$ cat src/rtl/alu_sequencer.sv
// Multicycle control FSM for the shared ALU: steps each instruction through its states and
// decodes ALU selects, strobes and memory handshake. Optional trap: ALU_SEQ_ILLEGAL_TRAP_EN.
module alu_sequencer (
    input  logic       clk,
    input  logic       rst_n,
    input  logic [6:0] opcode,
    input  logic [2:0] funct3,
    input  logic       funct7b5,
    input  logic       zero,
    input  logic       mem_ready,
    output logic [1:0] ALU_src1_sel,
    output logic [1:0] ALU_src2_sel,
    output logic [3:0] ALU_ctrl,
    output logic       mem_req,
    output logic       mem_we,
    output logic       addr_sel,
    output logic       IR_we,
    output logic       PC_we,
    output logic       reg_we,
    output logic [1:0] result_sel,
    output logic       rs1_zero,
    output logic       instr_done,
    output logic       illegal
);

    localparam logic [3:0] RESET_STATE = 4'd0;

    localparam logic [3:0] AluAdd  = 4'd0;
    localparam logic [3:0] AluSub  = 4'd1;
    localparam logic [3:0] AluAnd  = 4'd2;
    localparam logic [3:0] AluOr   = 4'd3;
    localparam logic [3:0] AluXor  = 4'd4;
    localparam logic [3:0] AluSlt  = 4'd5;
    localparam logic [3:0] AluSltu = 4'd6;
    localparam logic [3:0] AluSll  = 4'd7;
    localparam logic [3:0] AluSrl  = 4'd8;
    localparam logic [3:0] AluSra  = 4'd9;

    typedef enum logic [3:0] {
        StFetch    = RESET_STATE,
        StDecode   = 4'd1,
        StMemAdr   = 4'd2,
        StMemRead  = 4'd3,
        StMemWb    = 4'd4,
        StMemWrite = 4'd5,
        StExecR    = 4'd6,
        StExecI    = 4'd7,
        StLui      = 4'd8,
        StAluWb    = 4'd9,
        StBranch   = 4'd10,
        StJalr     = 4'd11,
        StJal      = 4'd12,
        StIllegal  = 4'd13
    } state_e;

    state_e state_q, state_d;
    logic   taken;

    // SUB only exists in the register form; SRA/SRL split by funct7b5 in both forms.
    function automatic logic [3:0] alu_op(input logic [2:0] f3, input logic f7b5,
                                          input logic reg_form);
        logic [3:0] op;
        unique case (f3)
            3'b000:  op = (reg_form && f7b5) ? AluSub : AluAdd;
            3'b001:  op = AluSll;
            3'b010:  op = AluSlt;
            3'b011:  op = AluSltu;
            3'b100:  op = AluXor;
            3'b101:  op = f7b5 ? AluSra : AluSrl;
            3'b110:  op = AluOr;
            default: op = AluAnd;
        endcase
        return op;
    endfunction

    always_ff @(posedge clk or negedge rst_n) begin
        if (!rst_n) state_q <= StFetch;
        else        state_q <= state_d;
    end

    always_comb begin
        state_d      = state_q;
        taken        = 1'b0;
        ALU_src1_sel = 2'd0;
        ALU_src2_sel = 2'd0;
        ALU_ctrl     = AluAdd;
        mem_req      = 1'b0;
        mem_we       = 1'b0;
        addr_sel     = 1'b0;
        IR_we        = 1'b0;
        PC_we        = 1'b0;
        reg_we       = 1'b0;
        result_sel   = 2'd0;
        rs1_zero     = 1'b0;
        instr_done   = 1'b0;
        illegal      = 1'b0;
        unique case (state_q)
            StFetch: begin
                mem_req      = 1'b1;
                ALU_src2_sel = 2'd2;
                if (mem_ready) begin
                    IR_we   = 1'b1;
                    PC_we   = 1'b1;
                    state_d = StDecode;
                end
            end
            StDecode: begin
                ALU_src1_sel = 2'd1;
                ALU_src2_sel = 2'd1;
                case (opcode)
                    7'b0000011, 7'b0100011: state_d = StMemAdr;
                    7'b0110011:             state_d = StExecR;
                    7'b0010011:             state_d = StExecI;
                    7'b0110111:             state_d = StLui;
                    7'b0010111:             state_d = StAluWb;
                    7'b1100011:             state_d = StBranch;
                    7'b1101111:             state_d = StJal;
                    7'b1100111:             state_d = StJalr;
                    default:                state_d = StIllegal;
                endcase
            end
            StMemAdr: begin
                ALU_src1_sel = 2'd2;
                ALU_src2_sel = 2'd1;
                state_d      = opcode[5] ? StMemWrite : StMemRead;
            end
            StMemRead: begin
                mem_req  = 1'b1;
                addr_sel = 1'b1;
                if (mem_ready) state_d = StMemWb;
            end
            StMemWb: begin
                reg_we     = 1'b1;
                result_sel = 2'd2;
                instr_done = 1'b1;
                state_d    = StFetch;
            end
            StMemWrite: begin
                mem_req  = 1'b1;
                mem_we   = 1'b1;
                addr_sel = 1'b1;
                if (mem_ready) begin
                    instr_done = 1'b1;
                    state_d    = StFetch;
                end
            end
            StExecR: begin
                ALU_src1_sel = 2'd2;
                ALU_ctrl     = alu_op(funct3, funct7b5, 1'b1);
                state_d      = StAluWb;
            end
            StExecI: begin
                ALU_src1_sel = 2'd2;
                ALU_src2_sel = 2'd1;
                ALU_ctrl     = alu_op(funct3, funct7b5, 1'b0);
                state_d      = StAluWb;
            end
            StLui: begin
                rs1_zero     = 1'b1;
                ALU_src1_sel = 2'd2;
                ALU_src2_sel = 2'd1;
                state_d      = StAluWb;
            end
            StAluWb: begin
                reg_we     = 1'b1;
                result_sel = 2'd1;
                instr_done = 1'b1;
                state_d    = StFetch;
            end
            StBranch: begin
                ALU_src1_sel = 2'd2;
                instr_done   = 1'b1;
                state_d      = StFetch;
                case (funct3)
                    3'b000: begin ALU_ctrl = AluSub;  taken = zero;  end
                    3'b001: begin ALU_ctrl = AluSub;  taken = !zero; end
                    3'b100: begin ALU_ctrl = AluSlt;  taken = !zero; end
                    3'b101: begin ALU_ctrl = AluSlt;  taken = zero;  end
                    3'b110: begin ALU_ctrl = AluSltu; taken = !zero; end
                    3'b111: begin ALU_ctrl = AluSltu; taken = zero;  end
                    default: begin
                        instr_done = 1'b0;
                        state_d    = StIllegal;
                    end
                endcase
                if (taken) begin
                    PC_we      = 1'b1;
                    result_sel = 2'd1;
                end
            end
            StJalr: begin
                ALU_src1_sel = 2'd2;
                ALU_src2_sel = 2'd1;
                state_d      = StJal;
            end
            StJal: begin
                PC_we        = 1'b1;
                result_sel   = 2'd1;
                ALU_src1_sel = 2'd1;
                ALU_src2_sel = 2'd2;
                state_d      = StAluWb;
            end
            StIllegal: begin
`ifdef ALU_SEQ_ILLEGAL_TRAP_EN
                illegal = 1'b1;
                state_d = StIllegal;
`else
                instr_done = 1'b1;
                state_d    = StFetch;
`endif
            end
            default: state_d = StFetch;
        endcase
        // Outputs are combinational, so reset must mask them (FETCH would otherwise request).
        if (!rst_n) begin
            ALU_src1_sel = 2'd0;
            ALU_src2_sel = 2'd0;
            ALU_ctrl     = AluAdd;
            mem_req      = 1'b0;
            mem_we       = 1'b0;
            addr_sel     = 1'b0;
            IR_we        = 1'b0;
            PC_we        = 1'b0;
            reg_we       = 1'b0;
            result_sel   = 2'd0;
            rs1_zero     = 1'b0;
            instr_done   = 1'b0;
            illegal      = 1'b0;
        end
    end

endmodule
$ cat config.mk
export PLATFORM = sky130hd
export DESIGN_NAME = alu_sequencer
export DESIGN_NICKNAME = d
export VERILOG_FILES = /design/src/rtl/alu_sequencer.sv
export SDC_FILE = /design/constraint.sdc
export NUM_CORES = 1
export LEC_CHECK = 0
export ABC_CLOCK_PERIOD_IN_PS = 2250
export CAP_MARGIN = 20
export CORE_ASPECT_RATIO = 0.75
export CORE_UTILIZATION = 35
export DETAILED_ROUTE_END_ITERATION = 8
export MAX_ROUTING_LAYER = met4
export PLACE_DENSITY_LB_ADDON = 0.05
export SLEW_MARGIN = 20
export SYNTH_ARGS = -nofsm -noshare
export SYNTH_HDL_FRONTEND = slang
export SYNTH_SLANG_ARGS = --single-unit
export TNS_END_PERCENT = 1
$ cat constraint.sdc
create_clock -name clk -period 2.25 [get_ports clk]
set_input_delay 0.45 -clock clk [delete_from_list [all_inputs] [get_ports clk]]
set_output_delay 0.45 -clock clk [all_outputs]
set_load 0.03 [all_outputs]
# Word level (Yosys, flattened, before mapping)
# Index checks and enable logic that the tools add are counted.
[word_totals]
regBits = 4
latchBits = 0
ram_bits = 0
rom_bits = 0
inputBits = 15
output_inout_bits = 19
elab_cells = 96
n_memories = 0
[op_classes]
add_sub_neg = 0
multipliers = 0
div_mod_pow = 0
order_cmp = 0
n_eq_ne = 32
shifts = 0
mux = 42
bitwise = 0
n_reduce_logical = 21
[ops]
columns = ["op", "count"]
rows = [
  ["$pmux 4 s8", 2],
  ["$pmux 4 s7", 2],
  ["$eq 4x4->1 const B", 6],
  ["$eq 7x6->1 const B", 3],
  ["$eq 7x7->1 const B", 3],
  ["$mux 1", 21],
  ["$mux 4", 5],
  ["$reduce_or 2->1", 9],
  ["$eq 4x3->1 const B", 4],
  ["$eq 7x5->1 const B", 2],
  ["$eq 3x3->1 const B", 4],
  ["$pmux 4 s3", 1],
  ["$reduce_or 3->1", 4],
  ["$reduce_or 6->1", 2],
  ["$pmux 3 s3", 1],
  ["$eq 4x2->1 const B", 2],
  ["$pmux 2 s2", 2],
  ["$eq 7x2->1 const B", 1],
  ["$eq 3x2->1 const B", 2],
  ["$mux 2", 3],
  ["$ne 2x2->1 const B", 3],
  ["$pmux 1 s3", 2],
  ["$pmux 2 s3", 1],
  ["$reduce_or 5->1", 1],
  ["other kinds (9)", 9],
]

# Depth between registers and ports, before layout
# Gate-level depths: netlist of run 1.
[depth]
ltp_word = 7
mapped_depth = 5
mapped_depth_nobuf = 4

# Worst setup path after synthesis of run 1
# No wires, ideal clock.
[synth_path]
path_kind = "reg2out"
start = "register state_q[0]"
end = "output port IR_we"
arrival_ns = 1.929
required_ns = 1.800
slack_ns = -0.129
path_stages_with_launch = 6
n_path_buf = 2
cell_sequence = "dfrtp_1 -> buf_6 -> buf_2 -> nor2_1 -> nand2_1 -> nor4b_1"
[synth_via]
elab_chain_cells = 3
[synth_lines]
columns = ["element", "line_no", "source"]
rows = [
  ["from (decl)", "56", "state_e state_q, state_d;"],
  ["from (signal assigned)", "77", "if (!rst_n) state_q <= StFetch;"],
  ["from (signal assigned)", "78", "else state_q <= state_d;"],
  ["$logic_not 4->1", "97", "unique case (state_q)"],
  ["$mux 1", "97", ""],
  ["$mux 1", "215", "if (!rst_n) begin"],
  ["to (decl)", "17", "output logic IR_we,"],
]
# No other way between the ends.

# Final worst setup path of run 1
[layout_path]
start = "input port funct3[1]"
end = "output port result_sel[0]"
[layout_via]
elab_chain_cells = 7
word_cells_on_any_way = 13
classes_between = "eq/ne: 5; mux: 5; reduce/logical: 3"
[layout_lines]
columns = ["element", "line_no", "source"]
rows = [
  ["from (decl)", "7", "input logic [2:0] funct3,"],
  ["$eq 3x3->1 (tied with other cells)", "174", "case (funct3)"],
  ["$reduce_or 3->1 (no line)", "--", ""],
  ["$pmux 1 s2 *", "174", ""],
  ["$mux 1 *", "97", ""],
  ["$mux 1 *", "186", "if (taken) begin"],
  ["$pmux 2 s3 *", "97", ""],
  ["$mux 2 *", "215", ""],
  ["to (decl)", "20", "output logic [1:0] result_sel,"],
]
# Mark *: on every way between the ends. The rest lies on a longest branch, timed or not. The select of a mux whose other input is x is not followed.

==> summary.txt, run 1 <==
Clocking
  – Clock Latency Late Sink: ~0.24 ns
  – # H-tree levels: 1
  – Num CTS Buffers: 3
  – Root Buffer: clkbuf_4
  – CTS Buffer Depth: 2
  – # clock sinks: 4
  – CTS clk-pin slew, worst paths: around 0.04 ns
  – Setup bufs post-CTS: 0
  – Hold buffers post-CTS: 0
  – CTS tree: done

Power and ir drop
  – P_int: ~580 uW
  – Sw Pwr: ~660 uW
  – Sequential power share: 0.137
  – Combinational share of power: 0.789
  – Peak VDD IR: 361 uV
  – Leakage power: 0.000578 uW
  – Pwr dens: 949 nW/um^2
  – Clock power frac: 0.075
  – Sw Share: 0.531

STA
  – Final setup fails: 0
  – Final min period: 2.21 ns
  – Final worst-path cycle share: 0.980
  – Setup TNS: 0 ns
  – Final hold vios: 0
  – RSZ-0062 raised after global routing: yes
  – Setup Skew: between 0.004 and 0.005 ns
  – Max Slew Vio Count: 0
  – Fmax achieved: between 0.4 and 0.5 GHz

Setup path
  – CP required: roughly 1.8 ns
  – Setup crit start kind: primary input
  – Worst Path Max Fanout: 5
  – CP arrival: around 1.8 ns
  – Worst Reg2Reg Path Length in Cells: 5
  – WP buf/inv: 2
  – Crit Path Class: primary input to output port
  – R2R Setup Slk: roughly 0.65 ns
  – CP Capture Type: output port
  – Top Family by Delay on Critical Path: buffers and inverters
  – Worst-path cell with the longest stage delay: clkdlybuf4s50_1
  – Cell Chain, Critical Path: clkdlybuf4s50_1 > nor2_1 > mux2i_1 > o211ai_1 > o2111a_1 > buf_6
  – CP peak stage delay: between 0.4 and 0.5 ns
  – Launch point of the worst reg-to-reg path: state_q[1]
  – Reg-to-Reg End: state_q[0]

Placement
  – IO Port Bufs: 32
  – GP Congestion: slightly below 0.9
  – DP HPWL: between 2000 and 2500 um
  – Placed cells: between 150 and 200

Yosys
  – Netlist Area Pre-Place: ~950 sq um
  – Seq/Total Area, Yosys: 0.106
  – Yosys reg bits: 4
  – Syn avg cell area: between 7 and 8 sq um
  – Library cells used by synthesis: between 50 and 60
  – Predominant post-synthesis flop cell: dfrtp_1
  – Top-area cell type share of the netlist area: 0.106
  – Syn_nets: 146
  – Post-synthesis cell count: about 130
  – Post-synth top cells: nor2_1 (13), a21oi_1 (12), nand2_1 (12)
  – Count leader, synth: nor2_1
  – Cell taking the most area after synthesis: dfrtp_1
  – Synth top area cells: dfrtp_1 (11%), a21oi_1 (6.3%), nor2_1 (5.2%)
  – Ys Warns: 0
  – Post-synth EDFFs: 0
  – Post-synth ARST share: 1.00

Layout
  – Final #Nets: 183
  – Largest reg by FF count: state_q
  – Biggest regs: state_q: 4 flops
  – Final std cells w/o fill: 200
  – Share of cells above drive strength 1: 0.289
  – Layout area overhead: 38.6%
  – Diode count: 0
  – Fill cells: about 250
  – Max reg flops: 4

Hold path
  – Hold crit path type: primary input to asynchronous set/reset pin

Detailed routing
  – Post-DR wirelength/cell: 14.1 um
  – Antenna-violating nets left: 0
  – Routed vias/inst: ~5.5
  – # DRC: 0
  – Vias: ~1100
  – TritonRoute pass-1 iters: 4
  – DRT iter0 DRCs: 64
  – Detailed-route wire length: 2820 um

Run status
  – Status: complete, no violations

Global routing
  – Initial antenna violation count: 0
  – First-pass GRT wire length: 4600 um
  – Pin count of the biggest net entering global routing: 19
  – Vias in the first global route: between 900 and 1000
  – All-Layer GR Usage: 0.224
  – Total grt overflow: 0

Floorplan
  – Die width: 62.0 um
  – Site Rows: 15
  – Die Height: 47.0 um
  – Die ar.: about 3000 sq um
  – IO Pins: 34
  – Core ar.: between 2000 and 2500 sq um
  – Initial Util: 0.391

Flow run
  – Max_cap viols: 0
==> logic make-up after synthesis <==
family | after synthesis | synth area share
other | 1 | 0.00396
buffers and inverters | 16 | 0.123
flip-flops | 4 | 0.106
AND/OR/NAND/NOR | 61 | 0.384
multiplexers | 1 | 0.0106
AO/OA/AOI/OAI | 44 | 0.336
XOR/XNOR | 4 | 0.0370
==> through the flow <==
| stage | utilization | cell area [sq um] | setup WS [ns] | hold slack, ns | power (uW) |
|---|---|---|---|---|---|
| final | 0.542 | 1310 | 0.0445 | 0.613 | 1240 |
| after global routing | 0.542 | 1310 | -0.00784 | 0.607 | 1360 |
| after CTS | 0.531 | 1280 | 0.00162 | 0.612 | 1230 |
| after detailed placement | 0.520 | 1260 | -0.139 | 0.745 | 1130 |
| after global placement | 0.520 | 1260 | -0.116 | 0.740 | 1120 |
| after floorplan | - | 952 | 0.111 | 0.154 | 882 |
==> timing repair <==
action	CTS	global route
setup endpoints to repair	3	8
pin swaps	4	0
gates resized for setup	6	5
==> metal layers <==
metal	vias to the layer above	track usage	wire [um]
li1	559	-	-
met1	505	0.335	1420
met2	30	0.326	1270
met3	0	0.0358	134
met4	0	0.0133	0
met5	-	-	0
==> placed cells by master (no fill, tap or decap), drive strengths merged, types with 2 or more instances in the layout <==
master	synthesis	layout
nand3	3	3
nor3	4	4
nand2b	4	4
nor2b	3	3
and4	2	2
nand2	12	12
and2	2	2
o22ai	2	2
a21oi	12	12
a211o	2	2
or3	3	3
nand3b	4	4
clkdlybuf4s50	0	11
a21o	2	2
a211oi	2	2
or2	3	3
dlygate4sd2	0	3
and2b	2	2
nor2	13	13
dfrtp	4	4
o21ai	6	6
buf	10	30
inv	4	4
clkbuf	2	3
o211ai	5	5
xor2	3	3
==> worst max path at each step <==
stage          cells past startpoint  slack [ns]       start             to
2_1_floorplan                      3        0.11  state_q[3]    ALU_ctrl[3]
3_3_place_gp                       6       -0.12   funct3[0]          PC_we
3_5_place_dp                       6       -0.14   funct3[0]          PC_we
4_1_cts                            4       0.002  state_q[0]    ALU_ctrl[0]
5_1_grt                            6      -0.008    funct7b5    ALU_ctrl[0]
6_report                           6        0.04   funct3[1]  result_sel[0]
==> area by class of cell <==
cell class | instances | area (sq um) | share of cell area
well taps | 34 | 42.5 | 0.0324
inverters | 4 | 15.0 | 0.0115
flip-flops and latches | 4 | 103 | 0.0782
multi-input cells | 111 | 756 | 0.576
clock buffers | 3 | 22.5 | 0.0172
repair buffers | 44 | 373 | 0.284
==> power by group through the flow <==
stage               clock network (uW)  logic [uW]  registers (uW)
finish                            93.0         981             170
global route                       108        1080             179
CTS                               97.8         973             163
detailed placement                   0         963             164
global placement                     0         962             162
floorplan                            0         765             117
No activity file was read; power rests on OpenSTA's default activity.
==> run 2: changes to the inputs <==
--- a/config.mk
+++ b/config.mk
@@ -9,6 +9,7 @@
 export CAP_MARGIN = 20
 export CORE_ASPECT_RATIO = 0.75
 export CORE_UTILIZATION = 35
+export CTS_CLUSTER_DIAMETER = 120
 export DETAILED_ROUTE_END_ITERATION = 8
 export MAX_ROUTING_LAYER = met4
 export PLACE_DENSITY_LB_ADDON = 0.05
==> results of run 2 <==
The final DEF is identical to that of run 1; final timing and power are the same.
==> run 3: changes to the inputs <==
--- a/config.mk
+++ b/config.mk
@@ -5,9 +5,10 @@
 export SDC_FILE = /design/constraint.sdc
 export NUM_CORES = 1
 export LEC_CHECK = 0
-export ABC_CLOCK_PERIOD_IN_PS = 2250
+export ABC_CLOCK_PERIOD_IN_PS = 1900
 export CAP_MARGIN = 20
 export CORE_ASPECT_RATIO = 0.75
+export CORE_MARGIN = 1.5
 export CORE_UTILIZATION = 35
 export CTS_CLUSTER_DIAMETER = 120
 export DETAILED_ROUTE_END_ITERATION = 8
==> constraint.sdc (replaced) <==
create_clock -name clk -period 1.9 [get_ports clk]
set_input_delay 0.38 -clock clk [delete_from_list [all_inputs] [get_ports clk]]
set_output_delay 0.38 -clock clk [all_outputs]
set_load 0.02 [all_outputs]
==> run 3 against run 2 <==
The run now ends with setup timing left. Critical path depth fell by 1. Utilization grew 9.6 points. Combinational power increased by 53%. Via count increased by 10%. Wire length up 17%. Largest power group unchanged.
==> summary.txt, run 3 (synthesis results as in run 1) <==
Placement
  – GP Congestion: 0.877 (was 0.875)
  – Placed cells: 223 (was 197)
  – DP HPWL: 2460 um (was 2180 um)
  – IO Port Bufs: 32 (unchanged)

Clocking
  – Hold buffers post-CTS: 0 (unchanged)
  – CTS tree: done (unchanged)
  – # clock sinks: 4 (unchanged)
  – # H-tree levels: 1 (unchanged)
  – CTS clk-pin slew, worst paths: 0.04 ns (about the same)
  – Clock Latency Late Sink: 0.24 ns (about the same)
  – Root Buffer: clkbuf_4 (unchanged)
  – Num CTS Buffers: 3 (unchanged)
  – CTS Buffer Depth: 2 (unchanged)

Layout
  – Final #Nets: 211 (was 183)
  – Largest reg by FF count: state_q (unchanged)
  – Leading cell type in the layout, fill and taps excluded: buf_4 (unchanged)
  – Final std cells w/o fill: 230 (was 200)
  – Biggest regs: state_q: 4 flops (unchanged)
  – Share of cells above drive strength 1: 0.485 (was 0.289)
  – Max reg flops: 4 (unchanged)
  – Commonest cells after routing, fill and taps aside: buf_4 (38), a21oi_1 (11), nor2_1 (10), nand2_1 (10), buf_6 (9) (was buf_4 (27), nor2_1 (13), nand2_1 (12))
  – Layout area overhead: 73.9% (was 38.6%)
  – Diode count: 0 (unchanged)
  – Fill cells: 231 (was 249)

Detailed routing
  – Routed vias/inst: 5.23 (was 5.47)
  – # DRC: 0 (unchanged)
  – Vias: 1203 (was 1094)
  – Post-DR wirelength/cell: 14.3 um (was 14.1 um)
  – DRT iter0 DRCs: 65 (was 64)
  – Detailed-route wire length: 3280 um (was 2820 um)
  – TritonRoute pass-1 iters: 4 (unchanged)
  – Antenna-violating nets left: 0 (unchanged)

Floorplan
  – Site Rows: 16 (was 15)
  – IO Pins: 34 (unchanged)
  – Initial Util: 0.366 (was 0.391)
  – Core ar.: 2580 sq um (was 2420 sq um)
  – Die width: 63.0 um (was 62.0 um)
  – Die Height: 48.0 um (was 47.0 um)
  – Die ar.: 3030 sq um (was 2920 sq um)

STA
  – Setup Skew: 0.00480 ns (was 0.00411 ns)
  – Fmax achieved: between 0.5 and 0.6 GHz
  – Final min period: a little under 2 ns
  – Final worst-path cycle share: 1.05
  – Final hold vios: 0 (unchanged)
  – RSZ-0062 raised after global routing: yes (unchanged)
  – Setup TNS: -0.439 ns (was 0 ns)
  – Max Slew Vio Count: 0 (unchanged)
  – Fin Hold WS: 0.275 ns (was 0.613 ns)
  – Worst Slack Setup Final: -0.0898 ns (was 0.0445 ns)
  – Final setup fails: 8 (was 0)

Power and ir drop
  – Peak VDD IR: 585 uV (was 361 uV)
  – Tot Pwr: 1800 uW (was 1240 uW)
  – Sw Pwr: 845 uW (was 661 uW)
  – P_int: 951 uW (was 583 uW)
  – Sequential power share: 0.107 (was 0.137)
  – Combinational share of power: 0.834 (was 0.789)
  – Sw Share: 0.470 (was 0.531)
  – Pwr dens: 1090 nW/um^2 (was 949 nW/um^2)
  – Leakage power: 0.000747 uW (was 0.000578 uW)
  – Clock power frac: 0.059 (was 0.075)

Run status
  – Failing checks: setup timing
  – Status: finished with violations (was complete, no violations)

Setup path
  – Worst-path cell with the longest stage delay: dfrtp_2 (was clkdlybuf4s50_1)
  – CP peak stage delay: 0.48 ns (was 0.49 ns)
  – Crit Path Class: flop to output port (was primary input to output port)
  – WP buf/inv: 1 (was 2)
  – CP Capture Type: output port (unchanged)
  – Worst Path Max Fanout: 7 (was 5)
  – CP required: 1.52 ns (was 1.80 ns)
  – Setup crit start kind: flop (was primary input)
  – Top Family by Delay on Critical Path: compound AO/OA/AOI/OAI gates (was buffers and inverters)
  – CP arrival: 1.61 ns (was 1.76 ns)
  – Cell Chain, Critical Path: nand2b_4 > a21o_1 > a221o_1 > a21oi_2 > buf_4 (was clkdlybuf4s50_1 > nor2_1 > mux2i_1 > o211ai_1 > o2111a_1 > buf_6)

Global routing
  – Initial antenna violation count: 0 (unchanged)
  – Vias in the first global route: 1027 (was 980)
  – Pin count of the biggest net entering global routing: 14 (was 19)
  – All-Layer GR Usage: 0.222 (was 0.224)
  – Total grt overflow: 0 (unchanged)
  – First-pass GRT wire length: 5000 um (was 4600 um)

Hold path
  – Hold crit path type: primary input to asynchronous set/reset pin (unchanged)

Flow run
  – Max_cap viols: 0 (unchanged)
## run 3: power groups by stage
stage | logic (uW) | registers (uW) | clock network [uW]
6_report | 1500 | 192 | 105
5_1_grt | 1610 | 196 | 111
4_1_cts | 1360 | 198 | 107
3_5_place_dp | 1340 | 169 | 0
3_3_place_gp | 1340 | 170 | 0
2_1_floorplan | 847 | 139 | 0
## run 3: final cells by class
type,count,area (sq um),share of cell area
multi-input cells,111,846,0.514
repair buffers,72,612,0.372
flip-flops and latches,4,105,0.0639
well taps,36,45.0,0.0274
clock buffers,3,22.5,0.0137
inverters,4,15.0,0.00913
## run 3: final timing paths
path | slack [ns] | to | startpoint | depth (start not counted)
worst max-delay path | -0.09 | ALU_ctrl[0] | state_q[0] | 5
worst min-delay path | 0.28 | state_q[0] | rst_n | 2
worst max register to register | 0.25 | state_q[0] | state_q[2] | 6
worst min register to register | 0.83 | state_q[1] | state_q[1] | 3
max in group asynchronous | 1.49 | state_q[1] | rst_n | 2
min in group clk | 0.83 | state_q[1] | state_q[1] | 3
## run 3: worst register-to-register path, stage by stage (launching register included)
cell and delay [ns]:
dfrtp_2 0.43, buf_4 0.17, buf_6 0.15, buf_4 0.17
nor3_4 0.18, o221ai_1 0.15, a221oi_2 0.30
## run 3: per-layer routing
| layer | GRT usage | up-vias | share of wire |
|---|---|---|---|
| li1 | - | 605 | - |
| met1 | 0.313 | 556 | 0.49 |
| met2 | 0.330 | 37 | 0.46 |
| met3 | 0.0235 | 5 | 0.037 |
| met4 | 0.0844 | 0 | 0.012 |
| met5 | - | - | 0 |
## run 3: per-stage QoR
| step | setup slack (ns) | util | instance area, sq um |
|---|---|---|---|
| 6_report | -0.0898 | 0.637 | 1650 |
| 2_1_floorplan | 0.104 | - | 952 |
| 3_5_place_dp | -0.775 | 0.580 | 1500 |
| 3_3_place_gp | -0.733 | 0.580 | 1500 |
| 5_1_grt | -0.144 | 0.637 | 1650 |
| 4_1_cts | -0.145 | 0.599 | 1550 |
## run 3: timing repair
action	in CTS	in global routing
buffers inserted	1	3
pin swaps	9	8
resized for setup	114	14
setup endpoints to repair	18	17
